===== config.mk =====
export PLATFORM = sky130hd
export DESIGN_NAME = fib_gen
export DESIGN_NICKNAME = d
export VERILOG_FILES = /design/src/rtl/fib_gen.sv
export SDC_FILE = /design/constraint.sdc
export NUM_CORES = 1
export LEC_CHECK = 0
export CORE_MARGIN = 5
export CORE_UTILIZATION = 53
export CTS_CLUSTER_DIAMETER = 120
export CTS_CLUSTER_SIZE = 10
export DETAILED_ROUTE_END_ITERATION = 8
export PLACE_DENSITY = 0.89
export SYNTH_ARGS = -nofsm -noshare
export SYNTH_HDL_FRONTEND = slang
export SYNTH_SLANG_ARGS = --single-unit

===== constraint.sdc =====
create_clock -name clk -period 2.54 [get_ports clk]
set_input_delay 0.762 -clock clk [delete_from_list [all_inputs] [get_ports clk]]
set_output_delay 0.762 -clock clk [all_outputs]
set_load 0.05 [all_outputs]

===== src/rtl/fib_gen.sv =====
// rtl/fib_gen.sv - Fibonacci-style term generator with single and streaming output modes
module fib_gen #(
  parameter int W  = 16,
  parameter int NW = 5
) (
  input  logic          clk,
  input  logic          rst_n,
  input  logic          start,
  input  logic          pause,
  input  logic          abort,
  input  logic          stream,
  input  logic [NW-1:0] n,
  input  logic [W-1:0]  seed0,
  input  logic [W-1:0]  seed1,
  input  logic          out_ready,
  output logic          busy,
  output logic          done,
  output logic          out_valid,
  output logic [W-1:0]  f,
  output logic [NW-1:0] idx,
  output logic          ovf
);

  localparam logic [0:0] S_IDLE = 1'b0;
  localparam logic [0:0] S_RUN  = 1'b1;

  logic [0:0]    state;
  logic [NW-1:0] n_q;          // index of the final term for this run
  logic [NW-1:0] k_q;          // index of the next term to load
  logic [W-1:0]  t_cur;        // T(k_q)
  logic [W-1:0]  t_nxt;        // T(k_q+1)
  logic          c_cur;        // T(k_q) wrapped when it was formed
  logic          c_nxt;        // T(k_q+1) wrapped when it was formed
  logic          stream_q;
  logic          last_loaded;  // term n already sits in f (stream mode)
  logic [W:0]    sum;
  logic          accept;
  logic          slot_free;
  logic          step;

  assign sum = {1'b0, t_cur} + {1'b0, t_nxt};

  // Decide whether this edge loads a new term and whether a held term is taken.
  always_comb begin
    accept    = out_valid & out_ready;
    slot_free = !stream_q || !out_valid || out_ready;
    step      = (state == S_RUN) && !pause && !abort && slot_free && !last_loaded;
  end

  // Run control, term pipeline and output registers.
  always_ff @(posedge clk or negedge rst_n) begin
    if (!rst_n) begin
      state       <= S_IDLE;
      busy        <= 1'b0;
      done        <= 1'b0;
      out_valid   <= 1'b0;
      f           <= '0;
      idx         <= '0;
      ovf         <= 1'b0;
      n_q         <= '0;
      k_q         <= '0;
      t_cur       <= '0;
      t_nxt       <= '0;
      c_cur       <= 1'b0;
      c_nxt       <= 1'b0;
      stream_q    <= 1'b0;
      last_loaded <= 1'b0;
    end else begin
      done <= 1'b0;
      case (state)
        S_IDLE: begin
          if (start && !pause && !abort) begin
            n_q         <= n;
            stream_q    <= stream;
            t_cur       <= seed0;
            t_nxt       <= seed1;
            c_cur       <= 1'b0;
            c_nxt       <= 1'b0;
            k_q         <= '0;
            last_loaded <= 1'b0;
            ovf         <= 1'b0;
            f           <= '0;
            busy        <= 1'b1;
            state       <= S_RUN;
          end
        end
        default: begin
          if (abort) begin
            busy      <= 1'b0;
            out_valid <= 1'b0;
            state     <= S_IDLE;
          end else if (stream_q && accept && last_loaded) begin
            out_valid <= 1'b0;
            busy      <= 1'b0;
            done      <= 1'b1;
            state     <= S_IDLE;
          end else if (step) begin
            f     <= t_cur;
            idx   <= k_q;
            ovf   <= ovf | c_cur;
            t_cur <= t_nxt;
            c_cur <= c_nxt;
            t_nxt <= sum[W-1:0];
            c_nxt <= sum[W];
            k_q   <= k_q + 1'b1;
            if (stream_q) begin
              out_valid <= 1'b1;
              if (k_q == n_q) last_loaded <= 1'b1;
            end else if (k_q == n_q) begin
              busy  <= 1'b0;
              done  <= 1'b1;
              state <= S_IDLE;
            end
          end else if (accept) begin
            out_valid <= 1'b0;
          end
        end
      endcase
    end
  end

endmodule


==> impl_metrics.ini <==
[pwr]
ir_drop_worst_vdd_mv = 0.615
power_density_normalized_to_cell_area_nw_per_um2 = 990
seq_power_share_pct = 36.0
leakagePower_nw = 2.20
combPwrFrac_pct = 43.0
total_power_mw = 4.78
power.clock.fraction_pct = 20.9
p_sw_mw = 1.88
switching_share_pct = 39.4
cell_internal_pwr_mw = 2.90

[placed_design]
hpwlAfterDp_um = 6420
gp_congestion = 0.861
buffer_ports.inserted = 68

[global_routing]
grt_overflow_total = 0
grt_pass1_vias = 3167
grt_max_degree = 73
grt_antenna_before_repair = 0
global_route.usage.total_pct = 21.1
first_pass_grt_wire_length_um = 14700

[critical_path]
timing.critical_path.slowest_stage_cell = sky130_fd_sc_hd__clkdlybuf4s50_1
cp.required_ns = 1.78
path_delay_family = buffers and inverters
timing.critical_path.cells = clkdlybuf4s50_1
critPathLaunchType = flop
worst_setup_path_class = reg2out
worst_path_largest_cell_delay_ns = 0.83
critPathBufInv = 1
cp_data_arrival_time_ns = 1.60
critical_path_end_type = primary output
critical_path.max_fanout = 4

[clock_tree]
cts-resized-gates = 0
insertion_delay_ns = 0.35
cts_max_path_buffers = 2
tritoncts_clock_tree = yes
cts_inserted_buffers = 9
post_cts_setup_buffers = 0
cts_sinks = 72
postCtsHoldBufs = 0
htree_levels = 3
clock_slew_at_the_register_clock_pins_of_the_worst_setup_and_hold_paths_ns = 0.08
cts_root_buf = sky130_fd_sc_hd__clkbuf_8

[detailed_routing]
post_drt_via_cell_ratio = 5.89
wl_per_cell_um = 16.6
first_iter_violations = 310
routed-via-count = 3129
drt_pass1_iterations = 9
dr_drc_count = 2
drtAntennaViolNets = 0
routed_wl_um = 8790

[yosys]
mappedNetlistNets = 420
number_of_storage_elements_in_the_synthesis_netlist = 72
synth.distinct_cells = 52
synthAdderAreaFrac_pct = 6.17
post_synth_and_or_nand_nor_area_fraction_pct = 11.6
synth_top_family_by_area = compound AO/OA/AOI/OAI gates
ys_dominant_reg_cell = sky130_fd_sc_hd__dfrtp_1
synth-async-reset-ratio_pct = 100
area_fraction_in_compound_gates_after_synthesis_pct = 23.0
synthesis.yosys.warnings = 0
yosysSeqAreaShare_pct = 47.7
synth_xor_area_share_pct = 3.25
post_synth_edffs = 0
post_synth_inst_count = 358
multiplexer_share_of_the_synthesized_area_pct = 2.29
syn_area_sq_um = 3770
synth.avg_cell_area_sq_um = 10.5

[outcome]
outcome = complete, but fails checks
failed_checks = design-rule violations

[floorplan]
die_w_um = 94.4
fp-row-count = 30
die_height_um = 94.4
initial_core_util_pct = 54.9
core_area_sq_um = 6870
die_area_sq_um = 8910
boundaryPins = 69

[timing]
tns_ns = 0
clock-skew-final_ns = 0.00835
finalCritPeriodShare_pct = 93.1
rsz0062_at_grt = no
report.final.slew_viol_count = 0
hold_viol_final = 0
minimum_clock_period_ns = 2.37
worst_slew_pin_slew_ns = 0.571
timing.final.setup_violations = 0
max_transition_margin_pct = 61.9
hold_ws_ns = 0.429
timing.fmax_ghz = 0.423

[final_layout]
filler_cell_count = 481
antenna-diode-count = 0
drive_gt1_share_pct = 9.89
area_growth_syn_to_layout_pct = 27.9
layout.nets = 492

[flow_run]
maxCapViolations = 0

[hold_path]
min_path_type = in2async
power by group through the flow:
stage	registers (mW)	logic [mW]	clock network, mW
2_1_floorplan	1.92	1.26	0
6_report	1.72	2.06	1.00
5_1_grt	1.77	2.26	1.06
4_1_cts	1.72	2.06	1.02
3_5_place_dp	1.74	2.04	0
3_3_place_gp	1.72	1.96	0
cell type report:
class	instances	area [sq um]	area share (%)
Inverter	23	86.3	1.79
Tap cell	96	120	2.49
Multi-Input combinational cell	242	1750	36.3
Clock buffer	10	128	2.64
Clock inverter	6	93.8	1.94
Timing Repair Buffer	82	843	17.5
Sequential cell	72	1800	37.3
cell usage in the layout, fill, tap and decap left out, types with 3 or more instances in the layout:
master / count
sky130_fd_sc_hd__xor2_1: 6
sky130_fd_sc_hd__a21oi_1: 13
sky130_fd_sc_hd__a222oi_1: 18
sky130_fd_sc_hd__nor3_1: 3
sky130_fd_sc_hd__or3_1: 6
sky130_fd_sc_hd__mux2_2: 5
sky130_fd_sc_hd__nor2b_1: 3
sky130_fd_sc_hd__buf_4: 9
sky130_fd_sc_hd__buf_12: 5
sky130_fd_sc_hd__xnor2_1: 8
sky130_fd_sc_hd__o21bai_1: 5
sky130_fd_sc_hd__clkbuf_8: 9
sky130_fd_sc_hd__inv_1: 23
sky130_fd_sc_hd__nand2_1: 28
sky130_fd_sc_hd__nand4_1: 3
sky130_fd_sc_hd__nand3_1: 15
sky130_fd_sc_hd__ha_1: 17
sky130_fd_sc_hd__o31ai_1: 4
sky130_fd_sc_hd__nor2_1: 14
sky130_fd_sc_hd__mux2i_1: 3
sky130_fd_sc_hd__a21o_1: 6
sky130_fd_sc_hd__dfrtp_1: 72
sky130_fd_sc_hd__a22o_1: 19
sky130_fd_sc_hd__clkdlybuf4s50_1: 67
sky130_fd_sc_hd__a22oi_1: 11
sky130_fd_sc_hd__o21ai_0: 21
sky130_fd_sc_hd__nand2b_1: 3
sky130_fd_sc_hd__clkinv_4: 3
flip-flops by register name (all words and copies together) (netlist names), 5 cells and up:
| signal | cells |
|---|---|
| f | 16 |
| idx | 5 |
| k_q | 5 |
| n_q | 5 |
| t_cur | 16 |
| t_nxt | 16 |
cell usage after synthesis (4+ instances only):
library cell               instances  share of area [%]
sky130_fd_sc_hd__dfrtp_1          72                 48
sky130_fd_sc_hd__nand2_1          28                2.8
sky130_fd_sc_hd__inv_1            23                2.3
sky130_fd_sc_hd__o21ai_0          21                2.8
sky130_fd_sc_hd__a22o_1           19                4.4
sky130_fd_sc_hd__a222oi_1         18                4.8
sky130_fd_sc_hd__ha_1             17                5.6
sky130_fd_sc_hd__nand3_1          15                2.0
sky130_fd_sc_hd__nor2_1           14                1.4
sky130_fd_sc_hd__a21oi_1          13                1.7
sky130_fd_sc_hd__buf_2            12                1.6
sky130_fd_sc_hd__a22oi_1          11                2.2
sky130_fd_sc_hd__xnor2_1           8                1.9
sky130_fd_sc_hd__a21o_1            6                1.2
sky130_fd_sc_hd__or3_1             6               0.99
sky130_fd_sc_hd__xor2_1            6                1.4
sky130_fd_sc_hd__buf_6             5                1.5
sky130_fd_sc_hd__mux2_2            5                1.5
sky130_fd_sc_hd__o21bai_1          5               0.99
sky130_fd_sc_hd__nor2b_1           4               0.66
sky130_fd_sc_hd__o31ai_1           4               0.80
cell families after synthesis:
| family | after synthesis |
|---|---|
| adder cells (fa/ha/maj) | 18 |
| flip-flops | 72 |
| buffers and inverters | 44 |
| AO/OA/AOI/OAI | 114 |
| AND/OR/NAND/NOR | 88 |
| XOR/XNOR | 14 |
| multiplexers | 8 |
through the flow:
stage	worst slack (ns)	cells	area [sq um]	utilization, %
floorplan	0.400	358	3770	-
global placement	0.0549	515	4610	67.0
detailed placement	-0.0225	515	4610	67.0
CTS	0.165	531	4830	70.3
global route	0.0920	531	4830	70.3
finish	0.175	531	4830	70.3
per-layer routing:
metal	vias up	part of all wire, %	track usage (%)
li1	1483	-	-
met4	0	1.7	6.14
met2	95	50	35.9
met3	16	5.3	5.74
met5	-	0	0
met1	1535	43	26.6
final timing paths:
path | slack, ns | depth (start not counted) | end | from
max in group asynchronous | 1.82 | 2 | t_cur[8] | rst_n
min in group clk | 0.48 | 2 | idx[3] | idx[3]
setup reg to reg | 0.23 | 7 | c_nxt | t_cur[0]
hold reg to reg | 0.48 | 2 | idx[3] | idx[3]
hold / removal | 0.43 | 2 | busy | rst_n
setup / recovery | 0.17 | 1 | out_valid | out_valid
Power figures use the tool's default switching activity.
==> edit 1: new RTL, same settings <==
Put one more register stage on the output `ovf`, without a reset. The value now appears one clock later. The other outputs are not delayed to match.
--- a/src/rtl/fib_gen.sv
+++ b/src/rtl/fib_gen.sv
@@ -23,6 +23,8 @@
 
   localparam logic [0:0] S_IDLE = 1'b0;
   localparam logic [0:0] S_RUN  = 1'b1;
+
+  logic ovf_s0;
 
   logic [0:0]    state;
   logic [NW-1:0] n_q;          // index of the final term for this run
@@ -56,7 +58,7 @@
       out_valid   <= 1'b0;
       f           <= '0;
       idx         <= '0;
-      ovf         <= 1'b0;
+      ovf_s0      <= 1'b0;
       n_q         <= '0;
       k_q         <= '0;
       t_cur       <= '0;
@@ -78,7 +80,7 @@
             c_nxt       <= 1'b0;
             k_q         <= '0;
             last_loaded <= 1'b0;
-            ovf         <= 1'b0;
+            ovf_s0      <= 1'b0;
             f           <= '0;
             busy        <= 1'b1;
             state       <= S_RUN;
@@ -97,7 +99,7 @@
           end else if (step) begin
             f     <= t_cur;
             idx   <= k_q;
-            ovf   <= ovf | c_cur;
+            ovf_s0 <= ovf_s0 | c_cur;
             t_cur <= t_nxt;
             c_cur <= c_nxt;
             t_nxt <= sum[W-1:0];
@@ -119,5 +121,9 @@
     end
   end
 
+  always_ff @(posedge clk) begin
+    ovf <= ovf_s0;
+  end
+
 endmodule
 
Check against the original RTL: not equivalent (Yosys sat finds a counterexample within 10 cycles, from zero or initial values and one cycle with rst_n low).
==> edit 1 against the unedited design <==
  * Sequential share of layout area increased by 0.095 points
  * Synthesized area increased by 0.53%
  * Final cell count increased by 0.38%
  * Wire length increased by 4.3%
  * Sequential cell count increased by 1
  * Final area increased by 0.86%
  * Power increased by 3.2%
  * Non-clock buffer count increased by 1
  * Setup slack got worse by 9.5 ps
==> edit 1: results (changes against the unedited design) <==
- Post-synthesis compound-gate area fraction: 0.229 (-0.00122)
- Dpl ws: -70.6 ps (-48.1 ps)
- Synth Area in Adders: 0.0613 (-0.000325)
- Post-DP HPWL: 6390 um (-0.51%)
- Worst hold endpoint: ovf
- VDD IR-drop max: 0.000617 V (+0.28%)
- Max-slew headroom: 0.652 (+0.0336)
- Tot GR Track Use: 0.221 (+0.00944)
- Met3 WL post-DR: 438 um (-6.0%)
- Cells after synthesis: 359 (+0.28%)
- Num CTS Buffers: 9 (unchanged)
- Clock skew: 11.8 ps (+3.45 ps)
- Diode count: 0 (unchanged)
- Placed cell count: 517 (+0.39%)
- M3 GR Usage: 0.0375 (-0.0199)
- Post-synthesis xor/xnor area fraction: 0.0323 (-0.000171)
- Registers with the most flip-flops: f: 16 flops, t_cur: 16 flops, t_nxt: 16 flops
- Vias in the first global route: 3247 (+2.5%)
- Reg-to-reg critical path startpoint: t_nxt[0]
- Wl on met1: 3970 um (+4.7%)
- Max Used Layer: met4
- Met2 Use GR: 0.371 (+0.0118)
- Gpl congestion: 0.920 (+6.8%)
- Clk root buf: clkbuf_8
- Routed wl met2: 4590 um (+4.8%)
- Drt wl/cell: 17.2 um (+3.9%)
- Asr flop ratio synth: 0.986 (-0.0137)
- Layout cells sized above 1: 0.103 (+0.00412)
- Seq/Total Area, Yosys: 0.480 (+0.00276)
- Mux share of post-synthesis cell area: 0.0228 (-0.000121)
- Fin nets: 494 (+0.41%)
- Synth cell count leaders: dfrtp_1, nand2_1, inv_1, o21ai_0, a22o_1
- Initial DRC Count: 220 (-29%)
- Setup slack, reg-to-reg: 210 ps (-20 ps)
- Final hold slack: 393 ps (-35.5 ps)
- Routed WL: 9170 um (+4.3%)
- Worst min path class: register to register
- Resize count post-CTS: 0 (unchanged)
- Run status: finished, final reports clean
- Post-CTS Setup Inserts: 0 (unchanged)
- Yosys cell types: 53 (+1.9%)
- Dominant cells by area after synthesis: dfrtp_1, ha_1, a222oi_1
- First-pass GRT wire length: 15500 um (+5.4%)
- Switching part of the total: 0.389 (-0.00537)
- M1 GR Usage: 0.286 (+0.0203)
- Clock Path Buffers: 2 (unchanged)
- Syn nets: 421 (+0.24%)
- Detailed-router iteration count before antenna repair: 5 (-4)
- Pleak: 2.22 nW (+1.1%)
- Via-per-instance ratio: 5.96 (+1.1%)
==> edit 1: stage by stage <==
| stage | cell area (um^2) | power [W] | utilization | setup TNS (ps) |
|---|---|---|---|---|
| after floorplan | 3790 | 0.00320 | - | 0 |
| after global placement | 4620 | 0.00370 | 0.673 | 0 |
| after detailed placement | 4620 | 0.00379 | 0.673 | -200 |
| after CTS | 4870 | 0.00494 | 0.709 | 0 |
| after global routing | 4870 | 0.00525 | 0.709 | 0 |
| final | 4870 | 0.00493 | 0.709 | 0 |
==> edit 1: worst max-delay path by stage <==
stage	cells after the start	slack, ps	from	end
floorplan	7	400	t_cur[0]	c_nxt
finish	1	170	out_valid	out_valid
CTS	1	150	out_valid	out_valid
detailed placement	7	-70	out_ready	t_nxt[1]
global route	7	120	out_ready	t_cur[8]
global placement	7	40	out_ready	t_cur[10]
==> edit 1: power by group through the flow <==
| stage | clock network [W] | registers (W) | logic (W) |
|---|---|---|---|
| 6_report | 0.00114 | 0.00174 | 0.00205 |
| 5_1_grt | 0.00120 | 0.00179 | 0.00226 |
| 4_1_cts | 0.00115 | 0.00174 | 0.00205 |
| 3_5_place_dp | 0 | 0.00176 | 0.00203 |
| 3_3_place_gp | 0 | 0.00174 | 0.00196 |
| 2_1_floorplan | 0 | 0.00194 | 0.00126 |
==> edit 1: kinds of logic after synthesis <==
kind of cell	Yosys count
simple gates	88
compound gates	114
fa+ha+maj	18
buf+inv	44
xor+xnor	14
flops	73
mux	8
==> edit 1: cell type report <==
cell class                 instances  area [um^2]
multi-input combinational        242         1750
tap                               96          120
sequential                        73         1820
clock inverter                     7          124
timing repair buffer              83          838
inverter                          23         86.3
clock buffer                       9          124
fill                             504         2000
==> edit 2: new RTL, same settings <==
Without the edit above. The parameter `NW` goes from 5 to 6.
--- a/src/rtl/fib_gen.sv
+++ b/src/rtl/fib_gen.sv
@@ -1,7 +1,7 @@
 // rtl/fib_gen.sv - Fibonacci-style term generator with single and streaming output modes
 module fib_gen #(
   parameter int W  = 16,
-  parameter int NW = 5
+  parameter int NW = 6
 ) (
   input  logic          clk,
   input  logic          rst_n,
Interface: changed (resized idx and n); port bits go from 69 to 71. No check against the original RTL was run, so the function may have changed too.
==> edit 2 against the unedited design <==
  * Sequential cell count rose by 3
  * Synthesized area rose by 7.7%
  * Core utilization fell by 2.6 points
  * First-iteration DRC count fell by 47%
  * Wire length rose by 5.2%
  * Register-to-register slack got worse by 80 ps
  * Final area rose by 6.6%
  * Combinational power fell by 4%
  * Power fell by 2.5%
  * Final cell count rose by 10%
  * Setup slack got worse by 27 ps
==> edit 2: results (changes against the unedited design) <==
- Run status: finished, final reports clean
- Multi-input comb cells: 303 (+25%)
- Tot GR Track Use: 0.206 (-0.00498)
- Slowest CP cell: dfrtp_1
- Synth Area in Adders: 0.0572 (-0.00442)
- Largest stage delay, worst path: 400 ps (-430 ps)
- M3 GR Usage: 0.0524 (-0.00497)
- Switching part of the total: 0.379 (-0.0146)
- Reg2reg end: t_nxt[12]
- Seq/Total Area, Yosys: 0.462 (-0.0158)
- First-pass GRT wire length: 16000 um (+8.8%)
- Largest net degree at the start of global routing: 66 (-9.6%)
- Crit path DAT: 2630 ps (+1030 ps)
- Area of the multi-input gates: 0.00209 mm^2 (+19%)
- Top delay family on crit path: compound AO/OA/AOI/OAI gates
- Pleak: 2.33 nW (+5.9%)
- Clock skew: 10.9 ps (+2.54 ps)
- M1 GR Usage: 0.261 (-0.00440)
- Final hold slack: 471 ps (+41.9 ps)
- Fraction of area in non-clock buffers: 0.160 (-0.0142)
- DP Area: 0.00493 mm^2 (+7.0%)
- Post-DP HPWL: 6820 um (+6.2%)
- Dominant cells by area after synthesis: dfrtp_1, nand2_1, mux2i_1
- Clk_buf instances: 9 (-1)
- Crit-path max FO: 3 (-1)
- Vias in the first global route: 3377 (+6.6%)
- Port Buffers: 70 (+2.9%)
- Via-per-instance ratio: 5.63 (-4.5%)
- Rows: 32 (+6.7%)
- Met2 Use GR: 0.343 (-0.0156)
- R2R depth: 8 (+1)
- Dpl ws: -75.0 ps (-52.6 ps)
- Fin nets: 542 (+10%)
- Sw power: 0.00177 W (-6.1%)
- Drt wl/cell: 15.8 um (-4.6%)
- Layout cells sized above 1: 0.122 (+0.0231)
- Placed cell count: 570 (+11%)
- Layout Cells excl Fill: 586 (+10%)
- Mux share of post-synthesis cell area: 0.0760 (+0.0531)
[edit 2: worst max path at each step]
stage | from | to | slack (ps) | depth (start not counted)
floorplan | t_cur[0] | t_nxt[12] | 320 | 8
global placement | abort | t_nxt[7] | -10 | 7
detailed placement | abort | t_nxt[7] | -80 | 7
CTS | t_cur[0] | t_nxt[12] | 60 | 8
global route | t_cur[0] | t_nxt[12] | 20 | 8
finish | t_cur[0] | t_nxt[12] | 150 | 8
[edit 2: cells by family after synthesis]
family / Yosys count
XOR/XNOR: 20
flip-flops: 75
buffers and inverters: 25
adder cells (fa/ha/maj): 18
AND/OR/NAND/NOR: 134
multiplexers: 30
AO/OA/AOI/OAI: 101
[edit 2: per-layer routing]
layer | vias to the layer above | routed length (um)
met2 | 81 | 4560
li1 | 1589 | -
met4 | 0 | 165
met5 | - | 0
met3 | 17 | 478
met1 | 1611 | 4050
